--- src/rtl/io_output_disp_if.sv ---
// CPU data-memory bus as seen by the output I/O block.
//   addr   : CPU byte address (only addr[7:2] is decoded by the output block)
//   datain : CPU store data
//   wen    : store strobe, valid for the whole cycle
// master = CPU side (drives the bus), slave = output block (samples it).
interface io_output_disp_if;
    logic [31:0] addr;
    logic [31:0] datain;
    logic        wen;

    modport master (output addr, output datain, output wen);
    modport slave  (input  addr, input  datain, input  wen);
endinterface

--- src/rtl/io_output_disp.sv ---
// Memory-mapped output ports with a round-robin seven-segment display engine.
// Stores to the I/O window land in three 32-bit port registers. A shift-add-3
// engine converts the low byte of one port at a time (10 cycles per port) and
// drives that port's tens/units digits. The hundreds digit is dropped, so the
// display shows the value mod 100.
// Ports:
//   io_clk            : sole clock, rising edge
//   resetn            : synchronous reset, active-low
//   bus               : CPU store bus (addr, datain, wen), slave side
//   out_port0..2      : port registers
//   dt0/dt1 .. dt4/dt5: tens/units digits of port 0..2, active-low {g,f,e,d,c,b,a}
//   refresh           : one-cycle pulse when port 2's digits are written (round complete)
module io_output_disp #(
    parameter logic [5:0] SEL0 = 6'b100000,
    parameter logic [5:0] SEL1 = 6'b100001,
    parameter logic [5:0] SEL2 = 6'b100010
) (
    input  logic              io_clk,
    input  logic              resetn,
    io_output_disp_if.slave   bus,
    output logic [31:0]       out_port0,
    output logic [31:0]       out_port1,
    output logic [31:0]       out_port2,
    output logic [6:0]        dt0,
    output logic [6:0]        dt1,
    output logic [6:0]        dt2,
    output logic [6:0]        dt3,
    output logic [6:0]        dt4,
    output logic [6:0]        dt5,
    output logic              refresh
);

    typedef enum logic [1:0] {LOAD, SHIFT, STORE} state_t;

    localparam logic [6:0] SEG_BLANK = 7'b1111111;

    state_t      state, state_nxt;
    logic [1:0]  idx;
    logic [7:0]  shreg;
    logic [11:0] bcd;
    logic [11:0] bcd_adj;
    logic [2:0]  bit_cnt;
    logic [7:0]  port_byte;
    logic        load_en, shift_en, store_en;

    // Only addr[7:2] selects a port; the remaining address bits are don't-care.
    logic unused_addr_bits;
    assign unused_addr_bits = ^{bus.addr[31:8], bus.addr[1:0]};

    function automatic logic [6:0] seg7(input logic [3:0] d);
        case (d)
            4'd0:    seg7 = 7'b1000000;
            4'd1:    seg7 = 7'b1111001;
            4'd2:    seg7 = 7'b0100100;
            4'd3:    seg7 = 7'b0110000;
            4'd4:    seg7 = 7'b0011001;
            4'd5:    seg7 = 7'b0010010;
            4'd6:    seg7 = 7'b0000010;
            4'd7:    seg7 = 7'b1111000;
            4'd8:    seg7 = 7'b0000000;
            4'd9:    seg7 = 7'b0010000;
            default: seg7 = SEG_BLANK;
        endcase
    endfunction

    // ---------------- write path ----------------
    // NOTE: sequential state uses non-blocking assignments so every register
    // samples pre-edge values; this is also what lets a LOAD in the same cycle
    // as a store to that port see the old port value.
    always_ff @(posedge io_clk) begin
        if (!resetn) begin
            out_port0 <= '0;
            out_port1 <= '0;
            out_port2 <= '0;
        end else if (bus.wen) begin
            case (bus.addr[7:2])
                SEL0:    out_port0 <= bus.datain;
                SEL1:    out_port1 <= bus.datain;
                SEL2:    out_port2 <= bus.datain;
                default: ;
            endcase
        end
    end

    // ---------------- conversion FSM ----------------
    always_ff @(posedge io_clk) begin
        if (!resetn) state <= LOAD;
        else         state <= state_nxt;
    end

    // NOTE: every always_comb output gets a default first so no path can
    // leave it unassigned and infer a latch.
    always_comb begin
        state_nxt = state;
        case (state)
            LOAD:    state_nxt = SHIFT;
            SHIFT:   if (bit_cnt == 3'd7) state_nxt = STORE;
            STORE:   state_nxt = LOAD;
            default: state_nxt = LOAD;
        endcase
    end

    always_comb begin
        load_en  = (state == LOAD);
        shift_en = (state == SHIFT);
        store_en = (state == STORE);
        refresh  = store_en && (idx == 2'd2);
    end

    // ---------------- datapath ----------------
    always_comb begin
        port_byte = 8'h00;
        case (idx)
            2'd0:    port_byte = out_port0[7:0];
            2'd1:    port_byte = out_port1[7:0];
            2'd2:    port_byte = out_port2[7:0];
            default: port_byte = 8'h00;
        endcase
    end

    // Pre-shift correction: any BCD nibble >= 5 gets +3 so the shift carries
    // correctly into the next decade.
    always_comb begin
        bcd_adj = bcd;
        for (int n = 0; n < 3; n++) begin
            if (bcd[n*4 +: 4] >= 4'd5) bcd_adj[n*4 +: 4] = bcd[n*4 +: 4] + 4'd3;
        end
    end

    // NOTE: the digit registers are reset to blank because they drive the
    // board directly; the shift/BCD registers are reset too so a reset
    // mid-conversion cannot leak partial results into a later STORE.
    always_ff @(posedge io_clk) begin
        if (!resetn) begin
            idx     <= 2'd0;
            shreg   <= 8'h00;
            bcd     <= 12'h000;
            bit_cnt <= 3'd0;
            dt0     <= SEG_BLANK;
            dt1     <= SEG_BLANK;
            dt2     <= SEG_BLANK;
            dt3     <= SEG_BLANK;
            dt4     <= SEG_BLANK;
            dt5     <= SEG_BLANK;
        end else begin
            if (load_en) begin
                shreg   <= port_byte;
                bcd     <= 12'h000;
                bit_cnt <= 3'd0;
            end
            if (shift_en) begin
                {bcd, shreg} <= {bcd_adj, shreg} << 1;
                bit_cnt      <= bit_cnt + 3'd1;
            end
            if (store_en) begin
                // bcd[11:8] (hundreds) is deliberately discarded.
                case (idx)
                    2'd0: begin dt0 <= seg7(bcd[7:4]); dt1 <= seg7(bcd[3:0]); end
                    2'd1: begin dt2 <= seg7(bcd[7:4]); dt3 <= seg7(bcd[3:0]); end
                    2'd2: begin dt4 <= seg7(bcd[7:4]); dt5 <= seg7(bcd[3:0]); end
                    default: ;
                endcase
                idx <= (idx == 2'd2) ? 2'd0 : idx + 2'd1;
            end
        end
    end

endmodule

--- src/flat_wrapper.sv ---
// flat-port wrapper written by rule: the top's interface ports become plain ports
module io_output_disp_flat 
#(
    parameter logic [5:0] SEL0 = 6'b100000,
    parameter logic [5:0] SEL1 = 6'b100001,
    parameter logic [5:0] SEL2 = 6'b100010
)
  (io_clk, resetn, out_port0, out_port1, out_port2, dt0, dt1, dt2, dt3, dt4, dt5, refresh, bus_addr, bus_datain, bus_wen);
  io_output_disp_if bus_i ();
  input  logic io_clk;
  input  logic resetn;
  output logic [31:0] out_port0;
  output logic [31:0] out_port1;
  output logic [31:0] out_port2;
  output logic [6:0] dt0;
  output logic [6:0] dt1;
  output logic [6:0] dt2;
  output logic [6:0] dt3;
  output logic [6:0] dt4;
  output logic [6:0] dt5;
  output logic refresh;
  input wire logic [$bits(bus_i.addr)-1:0] bus_addr;
  input wire logic [$bits(bus_i.datain)-1:0] bus_datain;
  input wire logic [$bits(bus_i.wen)-1:0] bus_wen;
  assign bus_i.addr = bus_addr;
  assign bus_i.datain = bus_datain;
  assign bus_i.wen = bus_wen;
  io_output_disp #(.SEL0(SEL0), .SEL1(SEL1), .SEL2(SEL2)) u_core (.io_clk(io_clk), .resetn(resetn), .bus(bus_i), .out_port0(out_port0), .out_port1(out_port1), .out_port2(out_port2), .dt0(dt0), .dt1(dt1), .dt2(dt2), .dt3(dt3), .dt4(dt4), .dt5(dt5), .refresh(refresh));
endmodule
--- config.mk ---
export PLATFORM = sky130hd
export DESIGN_NAME = io_output_disp_flat
export DESIGN_NICKNAME = d
export VERILOG_FILES = /design/src/rtl/io_output_disp_if.sv /design/src/rtl/io_output_disp.sv /design/src/flat_wrapper.sv
export SDC_FILE = /design/constraint.sdc
export NUM_CORES = 1
export LEC_CHECK = 0
export ABC_AREA = 1
export CAP_MARGIN = 0
export CORE_MARGIN = 2
export CORE_UTILIZATION = 51
export DETAILED_ROUTE_END_ITERATION = 10
export PLACE_DENSITY = 0.86
export SLEW_MARGIN = 20
export SYNTH_ARGS = -nofsm -noshare
export SYNTH_HDL_FRONTEND = slang
export SYNTH_SLANG_ARGS = --single-unit
--- constraint.sdc ---
create_clock -name io_clk -period 3.6 [get_ports io_clk]
set_input_delay 0.9 -clock io_clk [delete_from_list [all_inputs] [get_ports io_clk]]
set_output_delay 0.9 -clock io_clk [all_outputs]
set_load 0.05 [all_outputs]
==> results by group, run 1 <==
Worst setup path
  • Kind of critical path: flop to output pin
  • R2R setup slack: approximately 1.8 ns
  • Startpoint types: flop
  • R2R depth: 5
  • CP Capture Type: output pin
  • Arr. time, crit path: ~2.4 ns
  • Worst-path maximum fanout: 15
  • Critical Path RT: 2.70 ns
  • R2R Path Start: u_core.idx[1]
  • FF-to-FF End: u_core.dt3[0]

Route
  • Violation count after the first detailed-routing iteration: 497
  • Vias per cell: 5.046
  • DR pass1 iterations: 5
  • Total wire length: 18,480 um
  • Residual DRC: 0
  • Number of routed nets with antenna violations: 0
  • Vias after detailed routing: between 6,000 and 7,000
  • DR WL/cell: between 10 and 15 um

Global routing
  • Vias in the first global route: slightly above 6,000
  • Overflow after GRT: 0
  • Largest net degree at the start of global routing: 70
  • First-pass GRT wire length: approximately 30,000 um
  • GR Util All Layers: 0.2645
  • Initial antenna violation count: 0

Pwr
  • VDD IR max: 0.0003402 V
  • Leak: between 3 and 4 nW
  • Power density cells: between 300 and 400 nW/um^2

Min path
  • Worst hold endpoint: u_core.dt4[6]
  • Hold Path Origin: u_core.dt4[6]
  • Hold Crit Class: flop to flop
  • Hold depth: 2

Timing
  • Final hold vios: 0
  • Crit share post-route: 0.9176
  • Final setup violation count: 0
  • Worst-margin pin slew: 0.6630 ns
  • Max Slew Vio Count: 0
  • Fin Setup TNS: 0 ns
  • WHS: 0.4578 ns
  • F_max: a little over 300 MHz
  • Final Skew: ~0.007 ns
  • Final min period: 3.303 ns
  • Unrepaired setup endpoints after global routing: false
  • Worst slew margin: 0.5580

Run status
  • Status: finished clean

Floorplanning
  • Die ar.: 14,330 um^2
  • Standard-cell rows: 42
  • Die Y: 119.7 um
  • Starting density of the core: 0.5196
  • I/O pin cnt: 206
  • Core box area: 13,140 um^2
  • Die Wd: 119.7 um

Clock network
  • Clk pin slew, worst setup/hold paths: 0.06 ns
  • Skew-Pair Late Insertion Delay: 0.42 ns
  • Post-CTS Setup Bufs: 0
  • Cts repair resizes: 0
  • Clock Path Buffers: 2
  • CTS tree: done
  • Clock root cell: clkbuf_16
  • TritonCTS Buffers: 17
  • Hold-fix buffer count after cts: 0
  • H-tree levels: 4
  • CTS sink cnt: 161

Logic synthesis
  • Synth Cell Area: 6827 um^2
  • Yosys warnings: 0
  • Post-synth top area share: 0.4721
  • Dominant synthesized flop cell: dfxtp_1
  • Async set or reset register ratio after synthesis: 0
  • #FFs+latches synth: around 160
  • Register area share after synthesis: 0.4721
  • Post-synth net total: 1,055
  • Synthesized area per cell: 6.994 um^2
  • Synth Instances: about 1,000
  • Most frequent cell after synthesis: nand2_1
  • Count of different cell masters after synthesis: 28
  • Post-synth EDFFs: 0
  • Area leader, netlist: dfxtp_1
  • Largest cells by area after synthesis: dfxtp_1 47%, nand2_1 15%, nor2_1 11%
  • Commonest cells in the netlist: 277 x nand2_1, 199 x nor2_1, 161 x dfxtp_1

Finish
  • Layout cells sized above 1: 0.04983
  • Area delta synth->final: 34.57%
  • Fin area: between 9000 and 10,000 um^2
  • Nets@finish: approximately 1,200

Placed design
  • HPWL Detailed: 12,700 um
  • # port buffers: 179
  • Placed instance area: ~8600 um^2
  • GP Congestion: 0.8654

Job
  • Max_cap viols: 0
## sequential cells by signal, indices dropped and copies added (netlist names)
signal,count
u_core.idx,2
u_core.dt0,7
u_core.shreg,8
u_core.dt1,7
u_core.out_port2,32
u_core.out_port0,32
u_core.out_port1,32
u_core.dt2,7
u_core.dt5,7
u_core.dt4,7
u_core.state,2
u_core.bcd,8
u_core.bit_cnt,3
u_core.dt3,7
## layer usage
layer  routed length, um  vias up  GRT usage
met5                   0        -          0
met1                7732     2998     0.3258
met4                 559        0     0.1199
li1                    -     3371          -
met2                8511      258     0.4200
met3                1678       39    0.08935
## logic make-up (layout without fill, tap and decap cells)
group | count (synthesis) | count (layout) | synth area share
AO/OA/AOI/OAI | 74 | 74 | 0.05682
adder cells (fa/ha/maj) | 12 | 12 | 0.02199
buffers and inverters | 118 | 286 | 0.07973
flip-flops | 161 | 161 | 0.4721
other | 0 | 1 | 0
AND/OR/NAND/NOR | 611 | 611 | 0.3693
## critical path, cell delays in order (launching register included)
cell and delay, ns:
dfxtp_1 0.43, inv_1 0.11, nand2_1 0.10, inv_2 0.13
nand3_2 0.11, inv_2 0.25, clkdlybuf4s50_1 0.86
## report_power, final
part	switching, mW	total (mW)	internal (mW)
clock	0.677	1.64	0.962
sequential	0.00837	1.80	1.79
combinational	0.129	0.211	0.0820
## cells in the final DEF (no fill, tap or decap), types with 2 or more instances in the layout
cell	instances
nand2_1	277
nor2_1	198
clkdlybuf4s50_1	178
dfxtp_1	161
nand3_1	122
inv_1	54
a21oi_1	45
o21ai_0	20
clkbuf_16	17
buf_4	13
ha_1	12
inv_2	7
nor2_4	5
clkbuf_8	5
clkinv_2	4
clkinv_1	3
o21ai_1	3
clkbuf_1	3
a22o_1	2
a211oi_1	2
o211ai_1	2
and2_1	2
## per-stage QoR
step                total power [mW]  std cells  setup slack [ns]    util
floorplan                      1.964        976             1.733       -
global placement               2.047       1290            0.7743  0.6584
detailed placement             2.050       1290            0.7671  0.6584
CTS                            3.678       1320            0.2987  0.6990
global route                   3.777       1320            0.1929  0.6990
finish                         3.651       1321            0.2967  0.6992
## layout make-up
type / instances / area, um^2
fill: 1084 / 3951
sequential: 161 / 3223
multi-input combinational: 697 / 3067
timing repair buffer: 192 / 1899
clock buffer: 25 / 505.5
inverter: 64 / 240.2
tap: 176 / 220.2
clock inverter: 5 / 28.78
antenna: 1 / 2.502
## worst max path at each step
| stage | start | end | slack, ns | cells after the start |
|---|---|---|---|---|
| after floorplan | u_core.idx[1] | refresh | 1.73 | 4 |
| after global placement | u_core.state[0] | refresh | 0.77 | 6 |
| after detailed placement | u_core.state[0] | refresh | 0.77 | 6 |
| after CTS | u_core.state[0] | refresh | 0.30 | 6 |
| after global routing | u_core.state[0] | refresh | 0.19 | 6 |
| final | u_core.state[0] | refresh | 0.30 | 6 |
(Power assumes the default switching activity.)
==> run 2, diff against run 1 <==
--- a/config.mk
+++ b/config.mk
@@ -7,10 +7,13 @@
 export LEC_CHECK = 0
 export ABC_AREA = 1
 export CAP_MARGIN = 0
+export CELL_PAD_IN_SITES_DETAIL_PLACEMENT = 1
+export CELL_PAD_IN_SITES_GLOBAL_PLACEMENT = 2
 export CORE_MARGIN = 2
-export CORE_UTILIZATION = 51
+export CORE_UTILIZATION = 27
+export CTS_CLUSTER_DIAMETER = 30
 export DETAILED_ROUTE_END_ITERATION = 10
-export PLACE_DENSITY = 0.86
+export PLACE_DENSITY_LB_ADDON = 0.1
 export SLEW_MARGIN = 20
 export SYNTH_ARGS = -nofsm -noshare
 export SYNTH_HDL_FRONTEND = slang
==> results by group, run 2 (synthesis gave the netlist of run 1 again) <==
Floorplanning
  • Die ar.: between 20,000 and 30,000 um^2
  • I/O pin cnt: 206
  • Starting density of the core: 0.2727
  • Die Wd: 163.0 um
  • Die Y: 163.0 um
  • Core box area: roughly 25,000 um^2
  • Standard-cell rows: between 50 and 60

Clock network
  • Clock Path Buffers: 2
  • Hold-fix buffer count after cts: 0
  • Clock root cell: clkbuf_16
  • CTS tree: done
  • CTS sink cnt: 161
  • Cts repair resizes: 0
  • TritonCTS Buffers: 17
  • H-tree levels: 4
  • Post-CTS Setup Bufs: 0
  • Skew-Pair Late Insertion Delay: approximately 0.42 ns
  • Clk pin slew, worst setup/hold paths: 0.07 ns

Route
  • DR pass1 iterations: 4
  • Residual DRC: 0
  • DR WL/cell: 15.14 um
  • Number of routed nets with antenna violations: 0
  • Vias per cell: about 4.5
  • Violation count after the first detailed-routing iteration: 274
  • Total wire length: approximately 22,000 um
  • Vias after detailed routing: 6,613

Pwr
  • Leak: 3.913 nW
  • Clock power share: 0.494
  • Power density cells: 419.3 nW/um^2
  • P_sw: about 900 uW
  • VDD IR max: approximately 0.00023 V
  • Comb power frac: 0.055
  • Int Pwr: 3.079 mW
  • Sequential power share: 0.451
  • Switching Fraction: 0.2277

Timing
  • F_max: 290.4 MHz
  • Unrepaired setup endpoints after global routing: false
  • Max Slew Vio Count: 0
  • Final min period: 3.443 ns
  • Final hold vios: 0
  • Worst-margin pin slew: 0.6163 ns
  • Worst slew margin: 0.5876
  • Final setup violation count: 0
  • Fin Setup TNS: 0 ns
  • Final Skew: 0.01275 ns
  • Crit share post-route: 0.9564
  • WHS: between 0.4 and 0.5 ns

Worst setup path
  • Delay of the slowest critical-path stage: about 0.86 ns
  • Worst-path maximum fanout: 15
  • CP delay by family, top: buffers and inverters
  • R2R setup slack: 1.83 ns
  • Arr. time, crit path: 2.54 ns
  • Kind of critical path: flop to output pin
  • Startpoint types: flop
  • CP Capture Type: output pin
  • Buf/Inv on CP: 3
  • CP Depth: 5
  • R2R depth: 6
  • FF-to-FF End: u_core.dt1[3]
  • Worst Setup EP: refresh
  • Slowest cell on crit path: clkdlybuf4s50_1
  • Crit path cell chain: nand2_1 > inv_2 > nand3_2 > inv_2 > clkdlybuf4s50_1
  • Critical Path RT: 2.70 ns
  • Worst Setup SP: u_core.state[1]
  • R2R Path Start: u_core.idx[1]
  • Most common cell on crit path: inv_2

Global routing
  • GR Util All Layers: 0.1728
  • Overflow after GRT: 0
  • Vias in the first global route: 6,658
  • Gr busiest metal: met2
  • Largest net degree at the start of global routing: between 80 and 90
  • GR Layer Usage met3: 0.05577
  • First-pass GRT wire length: roughly 36,000 um
  • Met1 Use GR: 0.2199
  • Initial antenna violation count: 1
  • GR Layer Usage met2: 0.2799

Finish
  • Fin area: 9508 um^2
  • Most common cell after layout, fill and taps aside: nand2_1
  • # fillers: ~3,100
  • Layout cells sized above 1: 0.05570
  • Largest regs: u_core.out_port0 x32, u_core.out_port1 x32, u_core.out_port2 x32
  • Area delta synth->final: 39.28%
  • Commonest cells after routing, fill and taps aside: 277 x nand2_1, 198 x nor2_1, 178 x clkdlybuf4s50_1
  • Nets@finish: 1,216

Run status
  • Status: finished clean

Min path
  • Hold Path Origin: u_core.dt4[3]
  • Hold Crit Class: flop to flop

Placed design
  • # port buffers: approximately 180
  • HPWL Detailed: approximately 15,000 um
  • GP Congestion: 0.7412
  • Placed instance area: 8872 um^2

Job
  • Max_cap viols: 0
==> run 2: cell types whose count changed in the layout (fill, tap and decap cells not counted), sizes merged <==
cell,change
buf,+4
clkinv,-1
inv,+3
bufinv,+4
clkbuf,-5
==> run 2: final cells by class <==
class | instances | area (um^2) | share of cell area
Timing Repair Buffer | 196 | 1929 | 0.2029
Clock inverter | 11 | 176.4 | 0.01856
Multi-Input combinational cell | 697 | 3067 | 0.3225
Sequential cell | 161 | 3223 | 0.3390
Clock buffer | 20 | 456.7 | 0.04803
Antenna cell | 1 | 2.502 | 0.0002632
Inverter | 64 | 240.2 | 0.02527
Tap cell | 330 | 412.9 | 0.04343
==> run 2: per-stage QoR <==
stage / util / cells / worst slack (ns) / total power [mW]
floorplan: - / 976 / 1.733 / 1.964
global placement: 0.3544 / 1448 / 0.6096 / 2.061
detailed placement: 0.3544 / 1448 / 0.5950 / 2.061
CTS: 0.3797 / 1479 / 0.1397 / 4.056
global route: 0.3797 / 1479 / 0.01356 / 4.141
finish: 0.3798 / 1480 / 0.1569 / 3.986
==> run 2: worst min-delay path by stage <==
stage | endpoint | slack (ns) | cells past startpoint
global placement | u_core.dt2[6] | 0.45 | 2
CTS | u_core.dt4[3] | 0.47 | 2
floorplan | u_core.bcd[0] | 0.42 | 2
finish | u_core.dt4[3] | 0.46 | 2
global route | u_core.out_port1[26] | 0.50 | 2
detailed placement | u_core.dt4[3] | 0.45 | 2
==> run 2: worst min-delay path, stage by stage (launching register included) <==
cell and delay (ns):
dfxtp_1 0.33, a21oi_1 0.06, nand2_1 0.05
==> run 2: metal layers <==
metal	part of all wire	routed length [um]
met1	0.47	10470
met5	0	0
met3	0.067	1493
met4	0.013	289
met2	0.45	10150
==> run 2: power groups by stage <==
stage	clock, mW	sequential, mW	combinational, mW
after global routing	2.10	1.80	0.243
after global placement	0	1.84	0.222
after CTS	2.03	1.80	0.222
final	1.97	1.80	0.218
after floorplan	0	1.86	0.100
after detailed placement	0	1.84	0.222
==> patch 1, RTL diff (config.mk and constraints of run 2) <==
Re-encode `state_t` (3 states) as one-hot, 3 bits wide.
--- a/src/rtl/io_output_disp.sv
+++ b/src/rtl/io_output_disp.sv
@@ -30,7 +30,7 @@
     output logic              refresh
 );
 
-    typedef enum logic [1:0] {LOAD, SHIFT, STORE} state_t;
+    typedef enum logic [2:0] {LOAD = 3'b001, SHIFT = 3'b010, STORE = 3'b100} state_t;
 
     localparam logic [6:0] SEG_BLANK = 7'b1111111;
 
Behaviour: same outputs for any inputs over 4 cycles, from zero or initial values and one cycle with resetn low; so few cycles prove little.
==> patch 1 against run 2 <==
  * Die area is 0.74% higher
  * Design area hardly changed
  * Sequential share of layout area up 0.20 points
  * Sequential cell count is 1 higher
  * Setup slack improved by 0.69 ns
  * Routed wire length decreased by 2.1%
  * Critical path depth unchanged
  * Count of clock-buffer cells in the layout unchanged
  * Power down 2.9%
  * Highest routed layer unchanged
  * Synthesized area grew 0.75%
  * Global-route usage decreased by 0.34 points
==> patch 1: results <==
set metrics [dict create \
    fin_skew_ns 0.0107 \
    gr-usage-all-layers 0.169 \
    crit_fanout 12 \
    dp_hpwl_um 15200 \
    grt_max_degree 110 \
    grt_pass1_wl_um 35500 \
    diodes 0 \
    gp_congestion 0.757 \
    nets 1194 \
    worstPathArrival_ns 1.86 \
    p_leak_nw 3.93 \
    slowest_delay_ns 0.60 \
    synth.distinct_cells 26 \
    nFillCells 3077 \
    grt_pass1_vias 6350 \
    wl_met1_um 10700 \
    drt_iter0_drc 311 \
    synth_area_leaders "dfxtp_1 (47%), nand2_1 (13%), nand3_1 (9.1%)" \
    status "complete, no violations" \
    cell_internal_pwr_mw 2.90 \
    syn_inst 955 \
    vdd_drop_max_uv 298 \
    syn_nets 1035 \
    fin_cells 1457 \
    post_drt_wl_per_cell_um 15.1 \
    critPathSlowestCell "dfxtp_1" \
    hp-start "u_core.bit_cnt[1]" \
    r2r_start "u_core.idx[0]" \
    yosys-top-cells-count "nand2_1 (237), dfxtp_1 (162), nor2_1 (141)" \
    seq_area_frac_synth 0.472 \
    antenna_found_initial 0 \
    critPathLaunch "u_core.idx[1]" \
    num_vias 6453 \
]
[patch 1: logic make-up (layout without fill, tap and decap cells)]
| group | Yosys count | in the layout | share of synthesized area |
|---|---|---|---|
| AND/OR/NAND/NOR | 572 | 572 | 0.361 |
| AO/OA/AOI/OAI | 91 | 91 | 0.0677 |
| buffers and inverters | 117 | 289 | 0.0757 |
| flip-flops | 162 | 162 | 0.472 |
| adder cells (fa/ha/maj) | 13 | 13 | 0.0236 |
[patch 1: metal layers]
| layer | global-route usage | vias up |
|---|---|---|
| li1 | - | 3334 |
| met1 | 0.229 | 2988 |
| met2 | 0.265 | 120 |
| met3 | 0.0485 | 11 |
| met4 | 0.0419 | 0 |
| met5 | 0 | - |
[patch 1: area by class of cell]
type	count	area (um^2)	share of cell area
clock inverter	12	124	0.0130
inverter	62	233	0.0245
tap	330	413	0.0434
clock buffer	20	457	0.0480
multi-input combinational	676	3120	0.328
sequential	162	3240	0.341
timing repair buffer	195	1920	0.202
[patch 1: power groups by stage]
| stage | Sequential (mW) | Clock [mW] | Combinational [mW] |
|---|---|---|---|
| 2_1_floorplan | 1.88 | 0 | 0.114 |
| 3_3_place_gp | 1.85 | 0 | 0.246 |
| 3_5_place_dp | 1.85 | 0 | 0.246 |
| 4_1_cts | 1.81 | 1.89 | 0.247 |
| 5_1_grt | 1.81 | 1.98 | 0.269 |
| 6_report | 1.81 | 1.82 | 0.240 |
[patch 1: path summary, 6_finish.rpt]
| kind | to | depth (start not counted) |
|---|---|---|
| worst max register to register | u_core.dt3[3] | 6 |
| worst max-delay path | refresh | 5 |
| worst min register to register | u_core.bit_cnt[1] | 2 |
| worst min-delay path | u_core.bit_cnt[1] | 2 |
[patch 1: critical path, delay by kind of cell, from the launching register on]
kind                   cells  cell delay, ns
DFF                        1            0.60
buffers and inverters      3            0.53
and+or+nand+nor            2            0.30
[patch 1: metrics by stage]
stage                     setup slack, ns  hold WS (ns)  power [mW]   util  instance area [um^2]
after floorplan                      1.63         0.423        1.99      -                  6880
after global routing                0.634         0.480        4.06  0.379                  9510
after global placement              0.922         0.438        2.10  0.356                  8930
after CTS                           0.781         0.458        3.95  0.379                  9510
final                               0.843         0.456        3.87  0.379                  9510
after detailed placement            0.870         0.446        2.10  0.356                  8930
==> patch 2, RTL diff (settings of run 2) <==
Without the edit above. `SEL2` is set to 6'b100010 in 2 places; all go to 6'b010001.
--- a/src/rtl/io_output_disp.sv
+++ b/src/rtl/io_output_disp.sv
@@ -13,7 +13,7 @@
 module io_output_disp #(
     parameter logic [5:0] SEL0 = 6'b100000,
     parameter logic [5:0] SEL1 = 6'b100001,
-    parameter logic [5:0] SEL2 = 6'b100010
+    parameter logic [5:0] SEL2 = 6'b010001
 ) (
     input  logic              io_clk,
     input  logic              resetn,
--- a/src/flat_wrapper.sv
+++ b/src/flat_wrapper.sv
@@ -3,7 +3,7 @@
 #(
     parameter logic [5:0] SEL0 = 6'b100000,
     parameter logic [5:0] SEL1 = 6'b100001,
-    parameter logic [5:0] SEL2 = 6'b100010
+    parameter logic [5:0] SEL2 = 6'b010001
 )
   (io_clk, resetn, out_port0, out_port1, out_port2, dt0, dt1, dt2, dt3, dt4, dt5, refresh, bus_addr, bus_datain, bus_wen);
   io_output_disp_if bus_i ();
Formal check against the unedited RTL: not equivalent (Yosys sat finds a counterexample within 4 cycles, from zero or initial values and one cycle with resetn low).
==> patch 2 against run 2 <==
  * Clock power is 9.6% lower
  * Sequential cell count unchanged
  * Power fell by 5.5%
  * Synthesized area fell by 5.3%
  * Via count decreased by 7.4%
  * Design area fell by 5.3%
  * Maximum frequency increased by 2.7%
  * Routed wire length fell by 2.1%
  * Clock skew is 0.0030 ns lower
  * Sequential share of layout area up 1.9 points
  * Combinational power decreased by 15%
  * Setup slack better by 0.091 ns
==> patch 2: results <==
set metrics [dict create \
    cell_internal_pwr_mw 2.84 \
    post_drt_wl_per_cell_um 16.4 \
    nets 1082 \
    p_leak_nw 3.32 \
    grt_pass1_wl_um 35800 \
    clkTransAtPathRegs_ns 0.07 \
    inverters_excl_clock 30 \
    antenna_found_initial 1 \
    n_all_buffers 191 \
    wl_met1_um 10300 \
    syn_nets 926 \
    ant_nets 0 \
    synth_warnings 0 \
    yosys-top-cells-count "dfxtp_1 (161), nand2_1 (160), nor2_1 (136)" \
    top_layer_used "met4" \
    wl_met2_um 9980 \
    vdd_drop_max_uv 212 \
    ff2ff_setup_slack_ns 1.77 \
    min-delay-path-class "flop to flop" \
    drive_gt1_frac 0.0719 \
    dp_hpwl_um 14600 \
    seqCellArea_um2 3220 \
    slowest_delay_ns 0.83 \
    clock_area_frac 0.0628 \
    post_cts_buffers 0 \
    fin_util 0.384 \
    viasPerCell 4.59 \
    nFillCells 2816 \
    gp_congestion 0.735 \
    clk-insertion-delay-late_ns 0.42 \
    grt_max_degree 54 \
    multi_input_area_share 0.313 \
    nonClkBufAreaFrac 0.208 \
    multi_input_gates 602 \
    synth.distinct_cells 28 \
    drt_iter0_drc 284 \
    use_met3 0.0609 \
    grt_util_met2 0.280 \
    clkbuf_count 19 \
    seq_area_frac_synth 0.499 \
    grt_pass1_vias 6393 \
    met3_length_um 1460 \
    ys_async_sr_fraction 0 \
    first_pass_iters 4 \
    status "complete, no violations" \
    gr-usage-all-layers 0.176 \
    portBuffers 179 \
    biggestRegsByFlops "u_core.out_port0 x32, u_core.out_port1 x32, u_core.out_port2 x32" \
    relSlewSlack 0.319 \
    use_met1 0.229 \
    worstPathArrival_ns 2.45 \
    synth_area_leaders "dfxtp_1 (50%), nand2_1 (9.3%), o21ai_0 (8.1%)" \
    whs_path_depth 2 \
    cpLargestDelayFamily "buffers and inverters" \
    r2r_cells 7 \
    fin_skew_ns 0.00978 \
    diodes 0 \
]
-- patch 2: cell types whose count changed after synthesis, moves of 4 or more --
cell,run 2,this run
nor2_2,1,6
clkbuf_1,7,20
nor2_1,199,136
inv_1,54,21
nand2_1,277,160
nand3_1,122,25
nor3_1,0,64
o21ai_1,3,14
o21ai_0,20,104
buf_1,14,3
a21oi_2,0,6
buf_4,4,0
a21oi_1,45,58
-- patch 2: logic make-up (layout without fill, tap and decap cells) --
logic type,Yosys count,after routing,synth area share
and+or+nand+nor,402,402,0.262
AOI/OAI and AO/OA,188,188,0.151
DFF,161,161,0.499
buffers and inverters,84,253,0.0647
adders and majority gates,12,12,0.0232
-- patch 2: metrics by stage --
| stage | std cells | setup slack [ns] | cell area (um^2) | hold WS [ns] |
|---|---|---|---|---|
| final | 1335 | 0.248 | 9010 | 0.461 |
| after global routing | 1335 | 0.122 | 9010 | 0.492 |
| after CTS | 1335 | 0.203 | 9010 | 0.468 |
| after detailed placement | 1303 | 0.672 | 8440 | 0.455 |
| after global placement | 1303 | 0.672 | 8440 | 0.447 |
| after floorplan | 847 | 1.70 | 6460 | 0.437 |
-- patch 2: power by group through the flow --
stage	clock (mW)	sequential [mW]	combinational (mW)
after CTS	1.84	1.80	0.188
after floorplan	0	1.86	0.0672
after detailed placement	0	1.84	0.188
after global placement	0	1.84	0.187
final	1.78	1.80	0.186
after global routing	1.93	1.80	0.202
-- patch 2: path summary, 6_finish.rpt --
kind,from,endpoint
worst min-delay path,u_core.shreg[7],u_core.bcd[0]
worst max-delay path,u_core.idx[1],refresh
worst max register to register,u_core.bcd[4],u_core.dt0[3]
worst min register to register,u_core.shreg[7],u_core.bcd[0]
